**src/rtl/riscv_pkg.sv**
```systemverilog
// riscv_pkg: shared constants for the MEM stage.
// WBsel and funct3 encodings, MEM FSM states, alignment helper.
package riscv_pkg;

  localparam logic [1:0] WB_MEM = 2'b00;
  localparam logic [1:0] WB_ALU = 2'b01;
  localparam logic [1:0] WB_PC4 = 2'b10;

  localparam logic [2:0] F3_B  = 3'b000;
  localparam logic [2:0] F3_H  = 3'b001;
  localparam logic [2:0] F3_W  = 3'b010;
  localparam logic [2:0] F3_BU = 3'b100;
  localparam logic [2:0] F3_HU = 3'b101;

  typedef logic [0:0] state_t;
  localparam state_t IDLE = 1'b0;
  localparam state_t REQ  = 1'b1;

  // size field is funct3[1:0]; unsigned variants share it
  function automatic logic misaligned(
    input logic [1:0] sz,
    input logic [1:0] off
  );
    return (sz == 2'b01 && off[0]) ||
           (sz == 2'b10 && off != 2'b00);
  endfunction

endpackage

```
**src/rtl/load_formatter.sv**
```systemverilog
// load_formatter: lane-shift and extend load data.
// in: rdata, offset, funct3; out: data.
module load_formatter
  import riscv_pkg::*;
(
  input  logic [31:0] rdata,
  input  logic [1:0]  offset,
  input  logic [2:0]  funct3,
  output logic [31:0] data
);

  logic [31:0] sh;

  assign sh = rdata >> {offset, 3'b000};

  always_comb begin
    data = sh;
    unique case (1'b1)
      (funct3 == F3_B):  data = {{24{sh[7]}}, sh[7:0]};
      (funct3 == F3_H):  data = {{16{sh[15]}}, sh[15:0]};
      (funct3 == F3_W):  data = sh;
      (funct3 == F3_BU): data = {24'h0, sh[7:0]};
      (funct3 == F3_HU): data = {16'h0, sh[15:0]};
      default:           data = sh;
    endcase
  end

endmodule

```
**src/rtl/mem_access_stage.sv**
```systemverilog
// mem_access_stage: MEM stage, req/ack dmem port, MEM/WB regs.
// in: EX/MEM bundle, dmem_ack/rdata; out: dmem_*, stall, MEM/WB.
module mem_access_stage
  import riscv_pkg::*;
#(
  parameter int TIMEOUT_CYCLES = 255
) (
  input  logic        clk,
  input  logic        reset_n,
  input  logic [31:0] pc_in,
  input  logic [31:0] instruction_in,
  input  logic [31:0] ALU_result_in,
  input  logic [31:0] regOut_B_in,
  input  logic        RegWEn_in,
  input  logic        MemRW_in,
  input  logic [1:0]  WBsel_in,
  output logic        dmem_req,
  output logic        dmem_we,
  output logic [31:0] dmem_addr,
  output logic [31:0] dmem_wdata,
  output logic [3:0]  dmem_be,
  input  logic        dmem_ack,
  input  logic [31:0] dmem_rdata,
  output logic        stall_o,
  output logic        misaligned_o,
  output logic        bus_err_o,
  output logic [31:0] pc_out,
  output logic [31:0] instruction_out,
  output logic [31:0] ALU_result_out,
  output logic [31:0] load_data_out,
  output logic        RegWEn_out,
  output logic [1:0]  WBsel_out
);

  localparam logic [7:0] LAST = 8'(TIMEOUT_CYCLES - 1);

  state_t      state;
  logic [7:0]  cnt;
  logic [31:0] h_pc;
  logic [31:0] h_ins;
  logic [31:0] h_addr;
  logic        h_rwe;
  logic [1:0]  h_wbs;
  logic        h_st;

  logic [2:0]  f3;
  logic [1:0]  off;
  logic        mem_op;
  logic        mis;
  logic        tmo;
  logic [3:0]  be_n;
  logic [31:0] wd_n;
  logic [31:0] fmt;

  assign f3     = instruction_in[14:12];
  assign off    = ALU_result_in[1:0];
  assign mem_op = MemRW_in | (WBsel_in == WB_MEM);
  assign mis    = misaligned(f3[1:0], off);
  assign tmo    = (state == REQ) && !dmem_ack &&
                  (cnt == LAST);

  // the timeout cycle releases the pipe; the op is dropped
  always_comb begin
    stall_o = 1'b0;
    if (state == IDLE)
      stall_o = mem_op && !mis;
    else
      stall_o = !dmem_ack && !tmo;
  end

  always_comb begin
    be_n = 4'b1111;
    wd_n = regOut_B_in;
    unique case (1'b1)
      (f3[1:0] == 2'b00): begin
        be_n = 4'b0001 << off;
        wd_n = {4{regOut_B_in[7:0]}};
      end
      (f3[1:0] == 2'b01): begin
        be_n = off[1] ? 4'b1100 : 4'b0011;
        wd_n = {2{regOut_B_in[15:0]}};
      end
      default: begin
        be_n = 4'b1111;
        wd_n = regOut_B_in;
      end
    endcase
  end

  load_formatter u_fmt (
    .rdata  (dmem_rdata),
    .offset (h_addr[1:0]),
    .funct3 (h_ins[14:12]),
    .data   (fmt)
  );

  always_ff @(posedge clk or negedge reset_n) begin
    if (!reset_n) begin
      state           <= IDLE;
      cnt             <= 8'd0;
      h_pc            <= 32'd0;
      h_ins           <= 32'd0;
      h_addr          <= 32'd0;
      h_rwe           <= 1'b0;
      h_wbs           <= 2'b00;
      h_st            <= 1'b0;
      dmem_req        <= 1'b0;
      dmem_we         <= 1'b0;
      dmem_addr       <= 32'd0;
      dmem_wdata      <= 32'd0;
      dmem_be         <= 4'd0;
      misaligned_o    <= 1'b0;
      bus_err_o       <= 1'b0;
      pc_out          <= 32'd0;
      instruction_out <= 32'd0;
      ALU_result_out  <= 32'd0;
      load_data_out   <= 32'd0;
      RegWEn_out      <= 1'b0;
      WBsel_out       <= 2'b00;
    end else begin
      // MEM/WB holds a bubble unless a result retires
      misaligned_o    <= 1'b0;
      bus_err_o       <= 1'b0;
      pc_out          <= 32'd0;
      instruction_out <= 32'd0;
      ALU_result_out  <= 32'd0;
      load_data_out   <= 32'd0;
      RegWEn_out      <= 1'b0;
      WBsel_out       <= 2'b00;
      unique case (state)
        IDLE: begin
          if (!mem_op) begin
            pc_out          <= pc_in;
            instruction_out <= instruction_in;
            ALU_result_out  <= ALU_result_in;
            RegWEn_out      <= RegWEn_in;
            WBsel_out       <= WBsel_in;
          end else if (mis) begin
            misaligned_o <= 1'b1;
          end else begin
            h_pc       <= pc_in;
            h_ins      <= instruction_in;
            h_addr     <= ALU_result_in;
            h_rwe      <= RegWEn_in;
            h_wbs      <= WBsel_in;
            h_st       <= MemRW_in;
            dmem_req   <= 1'b1;
            dmem_we    <= MemRW_in;
            dmem_addr  <= {ALU_result_in[31:2], 2'b00};
            dmem_wdata <= MemRW_in ? wd_n : 32'd0;
            dmem_be    <= MemRW_in ? be_n : 4'd0;
            cnt        <= 8'd0;
            state      <= REQ;
          end
        end
        REQ: begin
          if (dmem_ack) begin
            dmem_req        <= 1'b0;
            pc_out          <= h_pc;
            instruction_out <= h_ins;
            ALU_result_out  <= h_addr;
            RegWEn_out      <= h_rwe;
            WBsel_out       <= h_wbs;
            load_data_out   <= h_st ? 32'd0 : fmt;
            state           <= IDLE;
          end else if (tmo) begin
            dmem_req  <= 1'b0;
            bus_err_o <= 1'b1;
            state     <= IDLE;
          end else begin
            cnt <= cnt + 8'd1;
          end
        end
        default: state <= IDLE;
      endcase
    end
  end

endmodule

```
**config.mk**
```make
export PLATFORM = sky130hd
export DESIGN_NAME = mem_access_stage
export DESIGN_NICKNAME = d
export VERILOG_FILES = /design/src/rtl/riscv_pkg.sv /design/src/rtl/load_formatter.sv /design/src/rtl/mem_access_stage.sv
export SDC_FILE = /design/constraint.sdc
export NUM_CORES = 1
export LEC_CHECK = 0
export CAP_MARGIN = 20
export CORE_UTILIZATION = 46
export DETAILED_ROUTE_END_ITERATION = 7
export GPL_ROUTABILITY_DRIVEN = 0
export PLACE_DENSITY = 0.8
export RECOVER_POWER = 25
export SLEW_MARGIN = 20
export SYNTH_ARGS = -nofsm -noshare
export SYNTH_HDL_FRONTEND = slang
export SYNTH_SLANG_ARGS = --single-unit
```
**constraint.sdc**
```tcl
create_clock -name clk -period 2.45 [get_ports clk]
set_input_delay 0.3675 -clock clk [delete_from_list [all_inputs] [get_ports clk]]
set_output_delay 0.3675 -clock clk [all_outputs]
set_load 0.05 [all_outputs]
```
Word level (Yosys, flattened, before mapping)
Cells that the tools add are included.
{"block": "totals", "in_bits": 167, "ff_bits": 309, "out_inout_bits": 204, "word_cells": 100}
{"block": "op_classes", "n_reduce_logical": 17, "n_mux": 46, "shifts": 2, "n_addsub": 1, "eq_ne": 11, "n_bitwise": 3}
{"cell": "32-bit 2-to-1 mux", "count": 10}
{"cell": "32-bit case mux with 2 select lines", "count": 4}
{"cell": "32-bit case mux with 4 select lines", "count": 1}
{"cell": "8-bit 2-to-1 mux", "count": 4}
{"cell": "32-bit by 5-bit >> shifter with 32-bit output", "count": 1}
{"cell": "1-bit 2-to-1 mux", "count": 17}
{"cell": "8-bit case mux with 2 select lines", "count": 1}
{"cell": "8-bit by 1-bit adder with 8-bit output, second input constant", "count": 1}
{"cell": "8-bit == test, second input constant", "count": 1}
{"cell": "4-bit 2-to-1 mux", "count": 2}
{"cell": "2-bit inequality test, second input constant", "count": 4}
{"cell": "4-bit case mux with 2 select lines", "count": 1}
{"cell": "3-bit == test, second input constant", "count": 2}
{"cell": "1-bit logical AND", "count": 6}
{"cell": "1-bit case mux with 2 select lines", "count": 3}
{"cell": "3-bit AND reduction", "count": 2}
{"cell": "2-bit logical NOT", "count": 2}
{"cell": "2-bit 2-to-1 mux", "count": 2}
{"cell": "2-bit case mux with 2 select lines", "count": 1}
{"cell": "4-bit AND reduction", "count": 1}
{"cell": "1-bit by 2-bit left shift with 4-bit output, first input constant", "count": 1}
{"cell": "3-bit by 1-bit == test with 1-bit output, second input constant", "count": 1}
{"cell": "1-bit logical NOT", "count": 3}
{"cell": "3-bit logical NOT", "count": 1}
{"cell": "other kinds (7)", "count": 8}

Depth between registers and ports, before layout
Gate-level depths: netlist of the first run.
{"block": "depth", "depth_word": 6, "mapped_depth": 8, "ltp_nobuf": 6}

Cells and area by module
From an unflattened synthesis of the first run, not the netlist that was laid out.
{"block": "hier_totals", "cells_unflattened": 1126, "hier_area_um2": 11569.8}
{"mod": "mem_access_stage", "seq_area_each_um2": 6981.7, "n_inst": 1, "cells_per_inst": 1019, "area_each_um2": 10875.4}
{"mod": "load_formatter", "seq_area_each_um2": 0.0, "n_inst": 1, "cells_per_inst": 107, "area_each_um2": 694.4}

Worst setup path after synthesis of the first run
No wires, ideal clock.
{"block": "synth_timing", "kind": "input port to output port", "from": "input port instruction_in[12]", "to": "output port stall_o", "t_required_ns": 2.082, "slack_ns": 0.206, "path_stages": 7, "n_path_buf": 4, "arrival_time_ns": 1.876, "path_cell_list": "buf_2 o21ba_2 a2111o_1 buf_2 buf_2 buf_2 nand2_1"}
{"block": "synth_between", "elab_chain_len": 6, "word_cells_on_any_way": 8, "cone_classes": "eq/ne: 2; mux: 1; reduce/logical: 5"}
{"item": "start: declaration", "line": "mem_access_stage.sv:11", "source": "input logic [31:0] instruction_in,"}
{"item": "2-bit by 1-bit == test with 1-bit output / 2-bit == test (equally long branches)", "line": "riscv_pkg.sv:24, riscv_pkg.sv:25"}
{"item": "1-bit logical AND (on tied branches)", "line": "riscv_pkg.sv:24, riscv_pkg.sv:25"}
{"item": "1-bit logical OR (*)", "line": "riscv_pkg.sv:24", "source": "return (sz == 2'b01 && off[0]) ||"}
{"item": "1-bit logical NOT (*)", "line": "mem_access_stage.sv:66", "source": "stall_o = mem_op && !mis;"}
{"item": "1-bit logical AND (*)", "line": "mem_access_stage.sv:66"}
{"item": "1-bit 2-to-1 mux (*)", "line": "mem_access_stage.sv:65", "source": "if (state == IDLE)"}
{"item": "end: declaration", "line": "mem_access_stage.sv:24", "source": "output logic stall_o,"}
Mark *: on every way between the ends. The rest lies on a longest branch, timed or not.

Worst setup path after layout of the first run
Ends and elaborated chain as after synthesis.

==> results by stage, run 1 <==
Logic synthesis:
- sky130_fd_sc_hd__nand2_1 is the most common cell in the netlist.
- The number of synthesized register bits is 279.
- Synthesis handed over a netlist of 1078 instances.
- The proportion of synthesized chip area in sequential cells is 61.26%.
- In the post-synthesis netlist, the biggest area contributors are sky130_fd_sc_hd__dfrtp_1, sky130_fd_sc_hd__nand2_1, sky130_fd_sc_hd__a22o_1, sky130_fd_sc_hd__mux2i_1, sky130_fd_sc_hd__buf_4.
- In the synthesized netlist the async set-or-reset flop fraction comes to 100.0%.
- By count the netlist is led by sky130_fd_sc_hd__nand2_1, sky130_fd_sc_hd__dfrtp_1, sky130_fd_sc_hd__a22o_1, sky130_fd_sc_hd__o21ai_0, sky130_fd_sc_hd__mux2i_1.
- The most used flip-flop cell after synthesis is sky130_fd_sc_hd__dfrtp_1.
- The fraction of synthesized cell area taken by the top area cell type is 61.26%.
- Averaged over all synthesized cells, the footprint is 10.57 um2.
- The number of warning messages in the yosys log is 0.
- The count of unique library cells instantiated by Yosys is 44.
- The synthesized design contains 0 enable-type register cells.
- The post-synthesis cell area is 11400 um2.
- The synthesized design spends more area on one cell type than any other, namely sky130_fd_sc_hd__dfrtp_1.

Routing:
- The count of routing violations after the opening detailed-route iteration is 587.
- In the routed layout, each cell is associated on average with a via count of 5.190.
- After detailed routing, the wire length on met1 is 12.09 mm.
- After detailed routing, the total wire length is 30.72 mm.
- The detail-routed net length per standard cell is 17.52 um.
- The met2 routed wirelength is 15.57 mm.
- For this run, design rule violations remaining after detail routing come to 0.
- Once detail routing completed, the nets flagged for antenna violations numbered 0.
- The sum of met3 wire segment lengths after detailed routing is 2.002 mm.
- For this run, the detailed router's first-pass iteration total came to 5.
- The highest metal layer with signal wires is met4.
- The detailed router placed 9104 vias in this run.

Clock tree:
- The clock root buffer is sky130_fd_sc_hd__clkbuf_16.
- In this run the number of H-tree levels came out at 1.
- Buffers inserted during clock tree synthesis total 29.
- The maximum clock insertion buffer count is 3.
- The insertion delay to the later sink of the worst-skew pair is 0.54 ns.
- The clock-pin slew reported for the worst setup and hold paths after clock tree synthesis is 0.06 ns.
- The TritonCTS clock tree is done.
- The sink count of the clock tree is 279.

Cells and area:
- The antenna diode instance count is 0.
- The final core utilization is 66.73%.
- Relative to the synthesized area, the layout overhead comes to 42.40%.
- The layout cell share with drive strength beyond 1 is 6.643%.
- The layout filler cell count is 1833.
- After the last flow step, the layout net total stands at 1577.
- The total non-filler cell area in the finished layout is 16230 um2.

STA:
- Of the available clock period, the critical path in the final layout requires 95.85%.
- The number of endpoints with negative hold slack in the final report is 0.
- For this run, the top clock speed supported by timing is 425.8 MHz.
- On the final layout, the worst clock skew is 0.007067 ns.
- Counting I/O delays and the setup requirement, the final critical path takes 2.348 ns.
- Setup violations remaining at the end of the flow were counted as 0.
- The worst max-slew margin expressed relative to the limit is -3.641%.
- For the pin with the worst max-slew slack, the measured transition is 1.555 ns.
- The final-report max-slew violation count is 60.

Worst setup path:
- Counting both buffers and inverters, the worst setup path holds a total of 3.
- The slowest library cell on the worst path is sky130_fd_sc_hd__clkdlybuf4s50_1.
- STA puts the critical path data required time at 2.08 ns.
- STA classifies the critical path startpoint as an input port.
- The arrival time of the worst setup path is 1.98 ns.
- In this run the worst path has a maximum fanout of 5.
- The capturing element type of the critical path is an output pin.
- Traced cell by cell, the critical path runs through clkdlybuf4s50_1 -> clkbuf_1 -> and3b_1 -> a2111o_2 -> nand2_1 -> buf_12.
- The peak per-stage delay on the critical path is 0.45 ns.
- The cell type group with the largest total delay on the critical path is buffers and inverters.
- The critical setup path kind is input port to output pin.

Place:
- The detailed placer's ending HPWL is 21.81 mm.
- Summing all placed instances gives a cell area of 15330 um2.
- Input and output buffers added on the ports amount to 368.

Floorplan:
- The initialized floorplan defines 57 standard-cell rows.
- The die covers 25410 um2.
- The vertical die dimension is 159.4 um.
- The initial standard-cell utilization of the core is 46.86%.
- The core area is 24320 um2.
- The die span in x is 159.4 um.
- Pin placement for this block handled 371 I/O pins.

Run status:
- The final reports fail on capacitance limit, slew limit.
- The flow ran to the end, but the final reports show violations.

Power:
- The power density relative to cell area is 992.8 nW/um2.
- The total leakage power is 7.688 nW.
- The worst-case vdd ir drop is 0.7432 mV.

Job:
- The tool flagged a number of max-cap violations equal to 1.

GRT:
- The initial antenna violation count is 0.
- The number of global-route vias before repair is 9299.
- The first global-routing pass estimated 49.96 mm of wire.
- Entering global routing, the biggest net connects 75 pins.
- The total congestion overflow is 0.
- The total routing usage reported by global routing is 24.62%.

Hold path:
- The path class of the tightest hold or removal check is input port to flip-flop.
## repair_timing
item,in CTS,in global routing
hold endpoints to repair,56,0
resized for setup,1,1
endpoints found under the setup margin,1,1
setup buffers,0,1
hold buffers,1,0
pin swaps,0,1
## stage by stage
| step | worst slack, ns | power (mW) | TNS, ns | hold WS (ns) | std cells |
|---|---|---|---|---|---|
| after global routing | -0.009497 | 16.87 | -0.009497 | 0.3762 | 1754 |
| after floorplan | 0.2062 | 9.998 | 0 | 0.07191 | 1079 |
| after global placement | 0.1305 | 11.90 | 0 | 0.3418 | 1699 |
| after CTS | 0.001967 | 16.26 | 0 | 0.3500 | 1753 |
| after detailed placement | 0.05345 | 12.04 | 0 | 0.3449 | 1699 |
| final | 0.1016 | 16.11 | 0 | 0.3790 | 1754 |
## final timing paths
check                                    from                end  slack (ns)  cells past startpoint
max                        instruction_in[12]            stall_o        0.10                      6
min                                 pc_in[30]           h_pc[30]        0.38                      3
max reg2reg                         h_addr[1]  load_data_out[10]        0.57                      5
min reg2reg                          h_pc[19]           h_pc[19]        0.47                      2
max in group asynchronous             reset_n         pc_out[18]        0.34                      3
min in group asynchronous             reset_n     dmem_wdata[10]        0.75                      2
## flip-flops by register name, indices dropped and copies added, names as in the netlist, 32 cells and up
register	flops
ALU_result_out	32
dmem_wdata	32
h_addr	32
h_ins	32
h_pc	32
instruction_out	32
load_data_out	32
pc_out	32
## placed cells by master, fill, tap and decap left out, types with 3 or more instances in the layout
cell type / netlist / layout
sky130_fd_sc_hd__o21a_1: 3 / 3
sky130_fd_sc_hd__o21ai_0: 41 / 40
sky130_fd_sc_hd__clkinv_2: 0 / 4
sky130_fd_sc_hd__nand4_1: 3 / 3
sky130_fd_sc_hd__nor3_1: 5 / 5
sky130_fd_sc_hd__dfrtp_1: 279 / 279
sky130_fd_sc_hd__clkbuf_16: 0 / 29
sky130_fd_sc_hd__nand3_1: 21 / 21
sky130_fd_sc_hd__inv_1: 6 / 6
sky130_fd_sc_hd__buf_12: 0 / 9
sky130_fd_sc_hd__a21o_1: 8 / 8
sky130_fd_sc_hd__nor2_1: 15 / 15
sky130_fd_sc_hd__clkdlybuf4s50_1: 0 / 366
sky130_fd_sc_hd__o31ai_1: 17 / 17
sky130_fd_sc_hd__nand2_1: 357 / 357
sky130_fd_sc_hd__mux2i_1: 40 / 40
sky130_fd_sc_hd__and2_1: 9 / 7
sky130_fd_sc_hd__buf_4: 33 / 24
sky130_fd_sc_hd__and3b_1: 3 / 3
sky130_fd_sc_hd__a21oi_1: 11 / 11
sky130_fd_sc_hd__a211oi_1: 15 / 15
sky130_fd_sc_hd__clkbuf_1: 37 / 10
sky130_fd_sc_hd__nor2b_1: 11 / 11
sky130_fd_sc_hd__clkbuf_8: 0 / 8
sky130_fd_sc_hd__a22o_1: 98 / 98
## cell type report
cell class | count | area (um2) | area share, %
flip-flops and latches | 279 | 6982 | 43.02
repair buffers | 405 | 4070 | 25.08
multi-input cells | 686 | 3831 | 23.61
clock buffers | 46 | 869.6 | 5.359
well taps | 324 | 405.4 | 2.498
clock inverters | 7 | 43.79 | 0.2699
inverters | 7 | 26.28 | 0.1619
## cell families after synthesis
group / synth area share, %
AO/OA/AOI/OAI: 13.68
multiplexers: 3.909
adder cells (fa/ha/maj): 0.2196
flip-flops: 61.26
AND/OR/NAND/NOR: 15.50
other: 0.03291
XOR/XNOR: 0.1537
buffers and inverters: 5.237
## power by group
| part | switching, mW | internal, mW |
|---|---|---|
| combinational | 3.80 | 2.04 |
| clock | 1.74 | 2.42 |
| sequential | 0.539 | 5.57 |
## worst register-to-register path: stages, from the launching register on
cell and delay, ns:
sky130_fd_sc_hd__dfrtp_1 0.44, sky130_fd_sc_hd__buf_4 0.33, sky130_fd_sc_hd__mux2_2 0.37, sky130_fd_sc_hd__mux2i_1 0.18
sky130_fd_sc_hd__or3_1 0.30, sky130_fd_sc_hd__a21oi_1 0.13
## metal layers
layer  up-vias  global-route usage [%]
met5         -                       0
met4         0                   8.435
met3        71                   4.897
met2       339                   42.30
met1      4431                   31.11
li1       4263                       -
No activity file was read; power rests on OpenSTA's default activity.
==> run 2, diff against run 1 <==
--- a/config.mk
+++ b/config.mk
@@ -11,6 +11,7 @@
 export GPL_ROUTABILITY_DRIVEN = 0
 export PLACE_DENSITY = 0.8
 export RECOVER_POWER = 25
+export SKIP_LAST_GASP = 1
 export SLEW_MARGIN = 20
 export SYNTH_ARGS = -nofsm -noshare
 export SYNTH_HDL_FRONTEND = slang
==> results of run 2 <==
Final layout, timing and power as in run 1 (identical DEF).
